### config.mk
export PLATFORM = sky130hd
export DESIGN_NAME = mux_tree_pipe
export DESIGN_NICKNAME = d
export VERILOG_FILES = /design/src/rtl/mux_tree_pkg.sv /design/src/rtl/mux_tree_pipe_mux4_w.sv /design/src/rtl/mux_tree_pipe.sv
export SDC_FILE = /design/constraint.sdc
export NUM_CORES = 1
export LEC_CHECK = 0
export ABC_AREA = 0
export ABC_CLOCK_PERIOD_IN_PS = 3100
export BUFFER_PORTS_ARGS = -buffer_cell sky130_fd_sc_hd__buf_2
export CAP_MARGIN = 5
export CORE_AREA = 10 10 423 425
export DETAILED_ROUTE_END_ITERATION = 16
export DIE_AREA = 0 0 433 435
export GPL_TIMING_DRIVEN = 0
export PLACE_DENSITY_LB_ADDON = 0.3
export SYNTH_ARGS = -nofsm -noshare
export SYNTH_HDL_FRONTEND = slang
export SYNTH_HIERARCHICAL = 1
export SYNTH_SLANG_ARGS = --single-unit
### constraint.sdc
create_clock -name clk -period 3.1 [get_ports clk]
set_input_delay 0.155 -clock clk [delete_from_list [all_inputs] [get_ports clk]]
set_output_delay 0.155 -clock clk [all_outputs]
set_load 0.05 [all_outputs]
### src/rtl/mux_tree_pkg.sv
// Shared helpers for the pipelined radix-4 word multiplexer tree.
// Tree depth and per-level word counts are derived here so every file agrees.
package mux_tree_pkg;

    localparam int MAX_N_IN = 256;

    function automatic int clog2_f(input int n);
        int r;
        r = 0;
        while ((1 << r) < n) begin
            r++;
        end
        return r;
    endfunction

    // Radix-4 levels, with a trailing radix-2 level when the select width is odd.
    function automatic int levels_f(input int n);
        return (clog2_f(n) + 1) / 2;
    endfunction

    function automatic int words_at_f(input int n, input int k);
        int w;
        w = n;
        for (int i = 0; i <= k; i++) begin
            w = (w >= 4) ? (w / 4) : 1;
        end
        return w;
    endfunction

endpackage

### src/rtl/mux_tree_pipe_mux4_w.sv
// Combinational WIDTH-bit 4:1 word multiplexer used as the tree's building block.
module mux4_w
    import mux_tree_pkg::*;
#(
    parameter int WIDTH = 64
) (
    input  logic [WIDTH-1:0] d0,
    input  logic [WIDTH-1:0] d1,
    input  logic [WIDTH-1:0] d2,
    input  logic [WIDTH-1:0] d3,
    input  logic [1:0]       sel,
    output logic [WIDTH-1:0] y
);

    always_comb begin
        case (sel)
            2'd0:    y = d0;
            2'd1:    y = d1;
            2'd2:    y = d2;
            default: y = d3;
        endcase
    end

endmodule

### src/rtl/mux_tree_pipe.sv
// Pipelined N:1 word multiplexer: radix-4 tree, one register stage per level,
// valid/ready at both ends with a combinational back-pressure chain.
module mux_tree_pipe
    import mux_tree_pkg::*;
#(
    parameter  int N_IN   = 16,
    parameter  int WIDTH  = 64,
    localparam int SEL_W  = $clog2(N_IN),
    localparam int LEVELS = levels_f(N_IN)
) (
    input  logic                  clk,
    input  logic                  rst_n,
    input  logic                  flush,
    input  logic                  in_valid,
    output logic                  in_ready,
    input  logic [SEL_W-1:0]      in_sel,
    input  logic [N_IN*WIDTH-1:0] in_data,
    output logic                  out_valid,
    input  logic                  out_ready,
    output logic [WIDTH-1:0]      out_data
);

    if (N_IN < 2 || N_IN > MAX_N_IN || (N_IN & (N_IN - 1)) != 0) begin : g_bad_n
        $error("mux_tree_pipe: N_IN must be a power of two in 2..256");
    end

    logic [LEVELS-1:0] valid_q;
    logic [LEVELS-1:0] valid_d;
    logic [LEVELS-1:0] load;

    // A stage may load when it is empty or when the stage after it is draining.
    always_comb begin
        load = '0;
        load[LEVELS-1] = ~valid_q[LEVELS-1] | out_ready;
        for (int k = LEVELS - 2; k >= 0; k--) begin
            load[k] = ~valid_q[k] | load[k+1];
        end
        in_ready = load[0] & ~flush;
    end

    always_comb begin
        valid_d = valid_q;
        if (flush) begin
            valid_d = '0;
        end else begin
            if (load[0]) begin
                valid_d[0] = in_valid;
            end
            for (int k = 1; k < LEVELS; k++) begin
                if (load[k]) begin
                    valid_d[k] = valid_q[k-1];
                end
            end
        end
    end

    // NOTE: state registers take <= so every stage samples its neighbour's pre-edge value.
    always_ff @(posedge clk or negedge rst_n) begin
        if (!rst_n) begin
            valid_q <= '0;
        end else begin
            valid_q <= valid_d;
        end
    end

    assign out_valid = valid_q[LEVELS-1];

    for (genvar k = 0; k < LEVELS; k++) begin : g_lvl
        localparam int W_IN  = (k == 0) ? N_IN : words_at_f(N_IN, k - 1);
        localparam int W_OUT = words_at_f(N_IN, k);
        localparam int S_IN  = SEL_W - 2 * k;
        localparam int S_OUT = (S_IN > 2) ? (S_IN - 2) : 0;

        logic [W_IN*WIDTH-1:0]  src_data;
        logic [S_IN-1:0]        src_sel;
        logic                   src_valid;
        logic                   take;
        logic [1:0]             mux_sel;
        logic [W_OUT*WIDTH-1:0] red_data;
        logic [W_OUT*WIDTH-1:0] data_d;
        logic [W_OUT*WIDTH-1:0] data_q;

        if (k == 0) begin : g_src
            assign src_data  = in_data;
            assign src_sel   = in_sel;
            assign src_valid = in_valid & in_ready;
        end else begin : g_src
            assign src_data  = g_lvl[k-1].data_q;
            assign src_sel   = g_lvl[k-1].g_sel.sel_q;
            assign src_valid = valid_q[k-1];
        end

        assign take = load[k] & src_valid;

        if (S_IN == 1) begin : g_r2
            assign mux_sel = {1'b0, src_sel[0]};
            mux4_w #(.WIDTH(WIDTH)) u_mux (
                .d0  (src_data[0 +: WIDTH]),
                .d1  (src_data[WIDTH +: WIDTH]),
                .d2  ('0),
                .d3  ('0),
                .sel (mux_sel),
                .y   (red_data)
            );
        end else begin : g_r4
            assign mux_sel = src_sel[1:0];
            for (genvar j = 0; j < W_OUT; j++) begin : g_word
                mux4_w #(.WIDTH(WIDTH)) u_mux (
                    .d0  (src_data[(4*j+0)*WIDTH +: WIDTH]),
                    .d1  (src_data[(4*j+1)*WIDTH +: WIDTH]),
                    .d2  (src_data[(4*j+2)*WIDTH +: WIDTH]),
                    .d3  (src_data[(4*j+3)*WIDTH +: WIDTH]),
                    .sel (mux_sel),
                    .y   (red_data[j*WIDTH +: WIDTH])
                );
            end
        end

        always_comb begin
            data_d = take ? red_data : data_q;
        end

        // NOTE: data registers are reset as well, so out_data reads 0 straight out of reset.
        always_ff @(posedge clk or negedge rst_n) begin
            if (!rst_n) begin
                data_q <= '0;
            end else begin
                data_q <= data_d;
            end
        end

        // Select bits not yet consumed travel with the data to the next level.
        if (S_OUT > 0) begin : g_sel
            logic [S_OUT-1:0] sel_d;
            logic [S_OUT-1:0] sel_q;

            always_comb begin
                sel_d = take ? src_sel[S_IN-1:2] : sel_q;
            end

            always_ff @(posedge clk or negedge rst_n) begin
                if (!rst_n) begin
                    sel_q <= '0;
                end else begin
                    sel_q <= sel_d;
                end
            end
        end

        if (k == LEVELS - 1) begin : g_out
            assign out_data = data_q;
        end
    end

endmodule

==> summary.txt, run 1 <==
Routing
  – Via/cell ratio: roughly 3.7
  – WL/cell: between 30 and 40 um
  – WL final: 162 mm
  – DRT iter0 DRCs: 885
  – Post-route ant nets: 0
  – Vias: 18,265
  – Drc violations: 0
  – Drt pass-1 iters: 5

Floorplanning
  – Die area: 188,000 sq um
  – FP Rows: 152
  – Die H: 435 um
  – Die X: 433 um
  – Initial core utilization: 11.8%
  – Core Area: 171,000 sq um
  – IO Count: roughly 1,100

CTS
  – Max Root-Sink Buffers: 3
  – CTS buffer count: 46
  – H-Tree Depth: 2
  – Post CTS Setup Buffer Count: 0
  – Sink Count: 324
  – Clock Root Buffer: clkbuf_16
  – CTS tree: built
  – Worst skew pair latency: 630 ps
  – Clk slew on worst S/H paths: 60 ps

Power and ir drop
  – Sw frac: 37.2%
  – Leak pwr: 14.4 nW
  – Combinational Power Share: a little under two fifths
  – P_int: 11.5 mW
  – Max VDD drop: about 310 uV
  – Reg power frac: 32.8%
  – Clock network power share: 29.2%
  – Sw Pwr: 6.83 mW
  – Power density cells: 544 nW/um^2

Placed design
  – DP HPWL: 139 mm
  – Placed insts: 4,412
  – I/O Buffers: ~1,100
  – Gp weighted congestion: roughly 0.95
  – DP Area: 28,500 sq um
  – Dpl ws: -283 ps

Setup path
  – Worst Setup Start Kind: flip-flop
  – Crit end category: flip-flop
  – R2r worst-path depth: 5
  – Worst r2r src: valid_q[0]
  – CP max FO: 13
  – Critical Path Source: valid_q[0]
  – Critical R2R Capture: g_lvl[0].data_q[238]
  – Worst EP required: around 3600 ps
  – Crit path arrival time: 3390 ps
  – CP Class: reg -> reg
  – R2R setup slack: around 210 ps

Hold path
  – Hold EP: g_lvl[0].data_q[218]
  – Hold_sp: in_data[986]
  – HP Class: in -> reg
  – Hold Path Stages: 3

STA
  – Final hold violations: 0
  – Final setup skew: 39.0 ps
  – Fin worst setup slack: 214 ps
  – Max_slew headroom: 35.5%
  – RSZ-0062 raised after global routing: no
  – # setup viols final: 0
  – Slew Viols, Final: 0
  – Crit share post-route: between 90 and 100%
  – Fmax: between 300 and 400 MHz
  – Final Critical Period: 2890 ps
  – Slew @ Worst Pin: 967 ps

Synthesis
  – Unique masters post-synth: 16
  – Register area share after synthesis: ~40%
  – Syn avg cell area: around 19 sq um
  – YS warnings: 6
  – Syn Inst Count: approximately 1,100
  – Post-synthesis register bit count: 324
  – Synth Cell Area: 20,100 sq um
  – Synth Net Count: 2,112

Global route
  – Tot GR Track Use: between 10% and 20%
  – Vias in the first global route: 20,403
  – First-pass GRT wire length: 206 mm
  – Initial antenna violation count: around 140
  – Largest net degree at the start of global routing: 102
  – GRT Residual Overflow: 0

Finish
  – Design area: about 34,000 sq um
  – Final core utilization: 19.8%
  – # nets final: 3,626
  – Non-Filler Instances: 4,888
  – Synth-to-layout area growth: 67.6%
  – Layout cells sized above 1: around 72%

Run status
  – Status: finished, final reports clean

Run
  – Max Cap Viol: 0
==> per-stage QoR <==
step | setup TNS [ps] | hold WS (ps) | total power, mW
floorplan | 0 | -141 | 9.70
global placement | -1815690 | 393 | 12.6
detailed placement | -28270 | 117 | 12.7
CTS | 0 | 0.0412 | 18.8
global route | 0 | 12.2 | 19.3
finish | 0 | 46.3 | 18.4
==> cells by family (layout without fill, tap and decap cells) <==
group / count (synthesis) / after routing / synth area share (%)
muxes: 642 / 642 / 54.2
other: 0 / 29 / 0
DFF: 324 / 324 / 40.3
buffers and inverters: 105 / 1652 / 5.27
and+or+nand+nor: 7 / 7 / 0.211
AOI/OAI and AO/OA: 1 / 1 / 0.0248
==> worst max path at each step <==
stage / end
2_1_floorplan: g_lvl[0].data_q[235]
3_3_place_gp: out_data[52]
3_5_place_dp: g_lvl[0].data_q[192]
4_1_cts: g_lvl[0].data_q[237]
5_1_grt: g_lvl[0].data_q[244]
6_report: g_lvl[0].data_q[238]
==> metal layers <==
metal / GRT usage (%) / wire length (um) / vias up
met5: 0 / 417 / -
met4: 2.32 / 2360 / 70
met3: 5.08 / 13800 / 225
met2: 28.8 / 80500 / 798
met1: 20.4 / 64800 / 9571
li1: - / - / 7601
==> flip-flops by register name, indices dropped and copies added, names as in the netlist <==
| signal | cells |
|---|---|
| g_lvl.data_q | 256 |
| valid_q | 2 |
| g_lvl.g_sel.sel_q | 2 |
| out_data | 64 |
==> cell usage in the layout (no fill, tap or decap), types with 5 or more instances in the layout <==
master         synthesis  layout
buf_12                30      31
mux4_1                20      20
buf_4                 22      23
dfrtp_1              324     324
diode_2                0      29
dlygate4sd3_1          0     366
buf_6                  5       5
clkbuf_16              0      46
clkinv_2               0       9
clkbuf_1               0       9
mux2_2               322     322
mux4_2               300     300
buf_2                 42    1136
clkbuf_2               5       5
clkbuf_8               0       6
==> area by class of cell <==
class / count / area [sq um]
clock buffer: 61 / 1270
antenna: 29 / 72.6
multi-input combinational: 650 / 11000
fill: 18570 / 137000
timing repair buffer: 1466 / 9260
sequential: 324 / 8110
tap: 2233 / 2790
buffer: 104 / 1060
clock inverter: 20 / 198
inverter: 1 / 3.75
==> cells in the mapped netlist <==
library cell / count / area [sq um]
buf_12: 30 / 601
mux4_2: 300 / 6760
and3b_1: 1 / 8.76
buf_4: 22 / 165
dfrtp_1: 324 / 8110
nor3b_2: 1 / 12.5
nand2b_1: 1 / 6.26
nor2_1: 3 / 11.3
buf_2: 42 / 210
a21oi_1: 1 / 5.00
inv_1: 1 / 3.75
mux2_2: 322 / 3630
nand2_1: 1 / 3.75
buf_6: 5 / 56.3
clkbuf_2: 5 / 25.0
mux4_1: 20 / 526
==> what timing repair did <==
| item | in CTS | in global routing |
|---|---|---|
| hold buffers | 366 | 0 |
| resized for setup | 2 | 0 |
| endpoints found under the hold margin | 407 | 0 |
| setup endpoints to repair | 178 | 0 |
==> power by group through the flow <==
stage / clock, mW / combinational, mW / sequential [mW]
after detailed placement: 0 / 6.59 / 6.10
after global routing: 5.78 / 7.38 / 6.16
after global placement: 0 / 6.55 / 6.07
after floorplan: 0 / 2.53 / 7.17
final: 5.36 / 6.97 / 6.02
after CTS: 5.64 / 7.16 / 6.04
==> critical path, stage by stage, from the launching register on <==
cell and delay, ps:
dfrtp_1 410, and3b_1 250, nor3b_4 630, buf_2 710
buf_4 370, mux2_2 360
Note: power is estimated with default switching activity, not from simulation.
==> run 2, diff against run 1 <==
--- a/config.mk
+++ b/config.mk
@@ -7,11 +7,12 @@
 export LEC_CHECK = 0
 export ABC_AREA = 0
 export ABC_CLOCK_PERIOD_IN_PS = 3100
-export BUFFER_PORTS_ARGS = -buffer_cell sky130_fd_sc_hd__buf_2
+export BUFFER_PORTS_ARGS = -buffer_cell sky130_fd_sc_hd__buf_4
 export CAP_MARGIN = 5
 export CORE_AREA = 10 10 423 425
 export DETAILED_ROUTE_END_ITERATION = 16
 export DIE_AREA = 0 0 433 435
+export GPL_ROUTABILITY_DRIVEN = 0
 export GPL_TIMING_DRIVEN = 0
 export PLACE_DENSITY_LB_ADDON = 0.3
 export SYNTH_ARGS = -nofsm -noshare
==> constraint.sdc (replaced) <==
create_clock -name clk -period 3.1 [get_ports clk]
set_input_delay 0 -clock clk [delete_from_list [all_inputs] [get_ports clk]]
set_output_delay 0 -clock clk [all_outputs]
set_load 0.05 [all_outputs]
==> run 2 against run 1 <==
Combinational power increased by 11%; fmax fell by 1.2%; setup slack got worse by 35 ps; critical endpoint is now g_lvl[0].data_q[185]; design area increased by 13%; non-clock buffer count grew 140; sequential power increased by 0.7%; critical path type unchanged.
==> summary.txt, run 2 (synthesis results as in run 1) <==
Power and ir drop
  – Sw frac: 35.1% (-2.1 points)
  – Combinational Power Share: 39.8% (+1.8 points)
  – Power density cells: 512 nW/um^2 (-5.9%)
  – Leak pwr: 16.0 nW (+11%)
  – Max VDD drop: 342 uV (+9.6%)
  – Reg power frac: 31.2% (-1.6 points)
  – Clock network power share: 29.0% (-0.2 points)
  – P_int: 12.6 mW (+9.5%)
  – Sw Pwr: 6.83 mW (about the same)

STA
  – # setup viols final: 0 (unchanged)
  – Final hold violations: 0 (unchanged)
  – Max_slew headroom: 29.3% (-6.2 points)
  – Final setup skew: 24.3 ps (-14.7 ps)
  – Slew @ Worst Pin: 1060 ps (+93.0 ps)
  – Fmax: 342 MHz (-1.2%)
  – Crit share post-route: 94.2% (+1.1 points)
  – Slew Viols, Final: 0 (unchanged)
  – Final Critical Period: 2920 ps (+34.7 ps)
  – RSZ-0062 raised after global routing: no
  – Hold WS: 30.1 ps (-16.2 ps)

Floorplanning
  – Die X: 433 um (unchanged)
  – Die area: 188,000 sq um (unchanged)
  – IO Count: 1,099 (unchanged)
  – Core Area: 171,000 sq um (unchanged)
  – Die H: 435 um (unchanged)
  – Initial core utilization: 11.8% (unchanged)
  – FP Rows: 152 (unchanged)

Placed design
  – DP HPWL: 131 mm (-5.5%)
  – DP Area: 31,300 sq um (+9.6%)
  – Placed insts: 4,413 (+0.023%)
  – I/O Buffers: 1,096 (unchanged)

Setup path
  – Max incr delay on CP: 580 ps (-130 ps)
  – R2R setup slack: 180 ps (-30 ps)
  – CP Class: reg -> reg
  – Crit end category: flip-flop
  – Crit path arrival time: 3400 ps (about the same)
  – Slowest-stage cell, CP: buf_2
  – Worst Setup Start Kind: flip-flop
  – Worst EP required: 3580 ps (-20 ps)
  – Top delay family on crit path: buffers and inverters
  – CP max FO: 10 (-3)
  – Cell mode on critical path: buf_4
  – CP cell instances: and3b_1, nor3b_2, buf_4, buf_2, buf_4, mux2_2
  – Buf/Inv on CP: 3 (+1)

Routing
  – WL/cell: 30.8 um (-7.0%)
  – Met3 routed WL: 13.0 mm (-5.8%)
  – Via/cell ratio: 3.80 (+1.6%)
  – Drt pass-1 iters: 5 (unchanged)
  – Drc violations: 0 (unchanged)
  – DRT iter0 DRCs: 1,254 (+42%)
  – Post-route ant nets: 0 (unchanged)
  – Met2 WL: 73.7 mm (-8.4%)
  – DR top layer: met5
  – WL final: 155 mm (-4.5%)
  – Met1 WL: 64.9 mm (about the same)
  – Vias: 19,059 (+4.3%)

Global route
  – Initial antenna violation count: 81 (-41%)
  – Largest net degree at the start of global routing: 100 (-2.0%)
  – First-pass GRT wire length: 200 mm (-2.9%)
  – GRT Residual Overflow: 0 (unchanged)
  – Tot GR Track Use: 15.8% (-0.76 points)
  – Vias in the first global route: 21,244 (+4.1%)

CTS
  – CTS buffer count: 45 (-2.2%)
  – Post CTS Setup Buffer Count: 0 (unchanged)
  – Clock Root Buffer: clkbuf_16
  – Max Root-Sink Buffers: 3 (unchanged)
  – Clk slew on worst S/H paths: 60 ps (about the same)
  – CTS tree: built
  – Worst skew pair latency: 620 ps (about the same)
  – Sink Count: 324 (unchanged)
  – H-Tree Depth: 2 (unchanged)

Finish
  – # nets final: 3,765 (+3.8%)
  – Fillcell total: 18,222 (-1.9%)
  – Synth-to-layout area growth: 88.7%
  – Biggest register: g_lvl.data_q
  – Max FFs per register: 256 (unchanged)
  – Non-Filler Instances: 5,020 (+2.7%)
  – Area of the multi-input gates: 11,000 sq um (about the same)
  – Commonest non-fill, non-tap cell in the layout: buf_4
  – Register area: 8110 sq um (unchanged)
  – Layout cells sized above 1: 68.8% (-3.5 points)
  – Final core utilization: 22.3% (+2.5 points)
  – Commonest non-fill, non-tap cells in the layout: 1,118 x buf_4, 504 x dlygate4sd3_1, 324 x dfrtp_1, 322 x mux2_2, 300 x mux4_2
  – Design area: 38,000 sq um (+13%)

Hold path
  – HP Class: in -> reg

Run status
  – Status: finished, final reports clean

Run
  – Max Cap Viol: 0 (unchanged)
[run 2: final cells by class]
class                   count  share of cell area (%)
repair buffers           1606                    35.3
multi-input cells         650                    28.9
flip-flops and latches    324                    21.3
well taps                2233                    7.36
clock buffers              63                    3.43
plain buffers             104                    2.78
clock inverters            18                   0.745
diodes                     21                   0.138
inverters                   1                 0.00988
[run 2: what timing repair did]
action / CTS / global route
hold buffers: 505 / 0
endpoints found under the hold margin: 481 / 0
resized for setup: 0 / 0
[run 2: worst paths after layout]
path	from	endpoint	depth (start not counted)
worst max-delay path	valid_q[0]	g_lvl[0].data_q[185]	6
worst min-delay path	in_data[547]	g_lvl[0].data_q[163]	3
worst max register to register	valid_q[0]	g_lvl[0].data_q[185]	6
worst min register to register	g_lvl[0].data_q[190]	g_lvl[0].data_q[190]	1
max in group asynchronous	rst_n	g_lvl[0].data_q[117]	5
min in group asynchronous	rst_n	g_lvl[0].data_q[28]	4
[run 2: through the flow]
step	setup TNS [ps]	setup slack (ps)	total power, mW
5_1_grt	0	83.7	20.4
2_1_floorplan	0	1140	9.70
4_1_cts	0	82.2	19.8
3_3_place_gp	-564130	-1790	13.2
6_report	0	179	19.4
3_5_place_dp	0	94.2	13.3
[run 2: power groups by stage]
stage	registers, mW	logic, mW	clock network [mW]
after floorplan	7.17	2.53	0
after global placement	6.10	7.07	0
after detailed placement	6.14	7.12	0
after CTS	6.07	7.89	5.87
after global routing	6.19	8.15	6.01
final	6.06	7.74	5.64
[run 2: worst reg2reg max path: cells and delay by family (launching register included)]
family	cells	cell delay (ps)
flip-flops	1	400
buffers and inverters	3	1310
AND/OR/NAND/NOR	2	710
multiplexers	1	380
[run 2: per-layer routing]
metal	vias up	track usage (%)
li1	7901	-
met1	10072	20.1
met2	855	26.2
met4	52	2.80
met3	179	5.13
met5	-	0
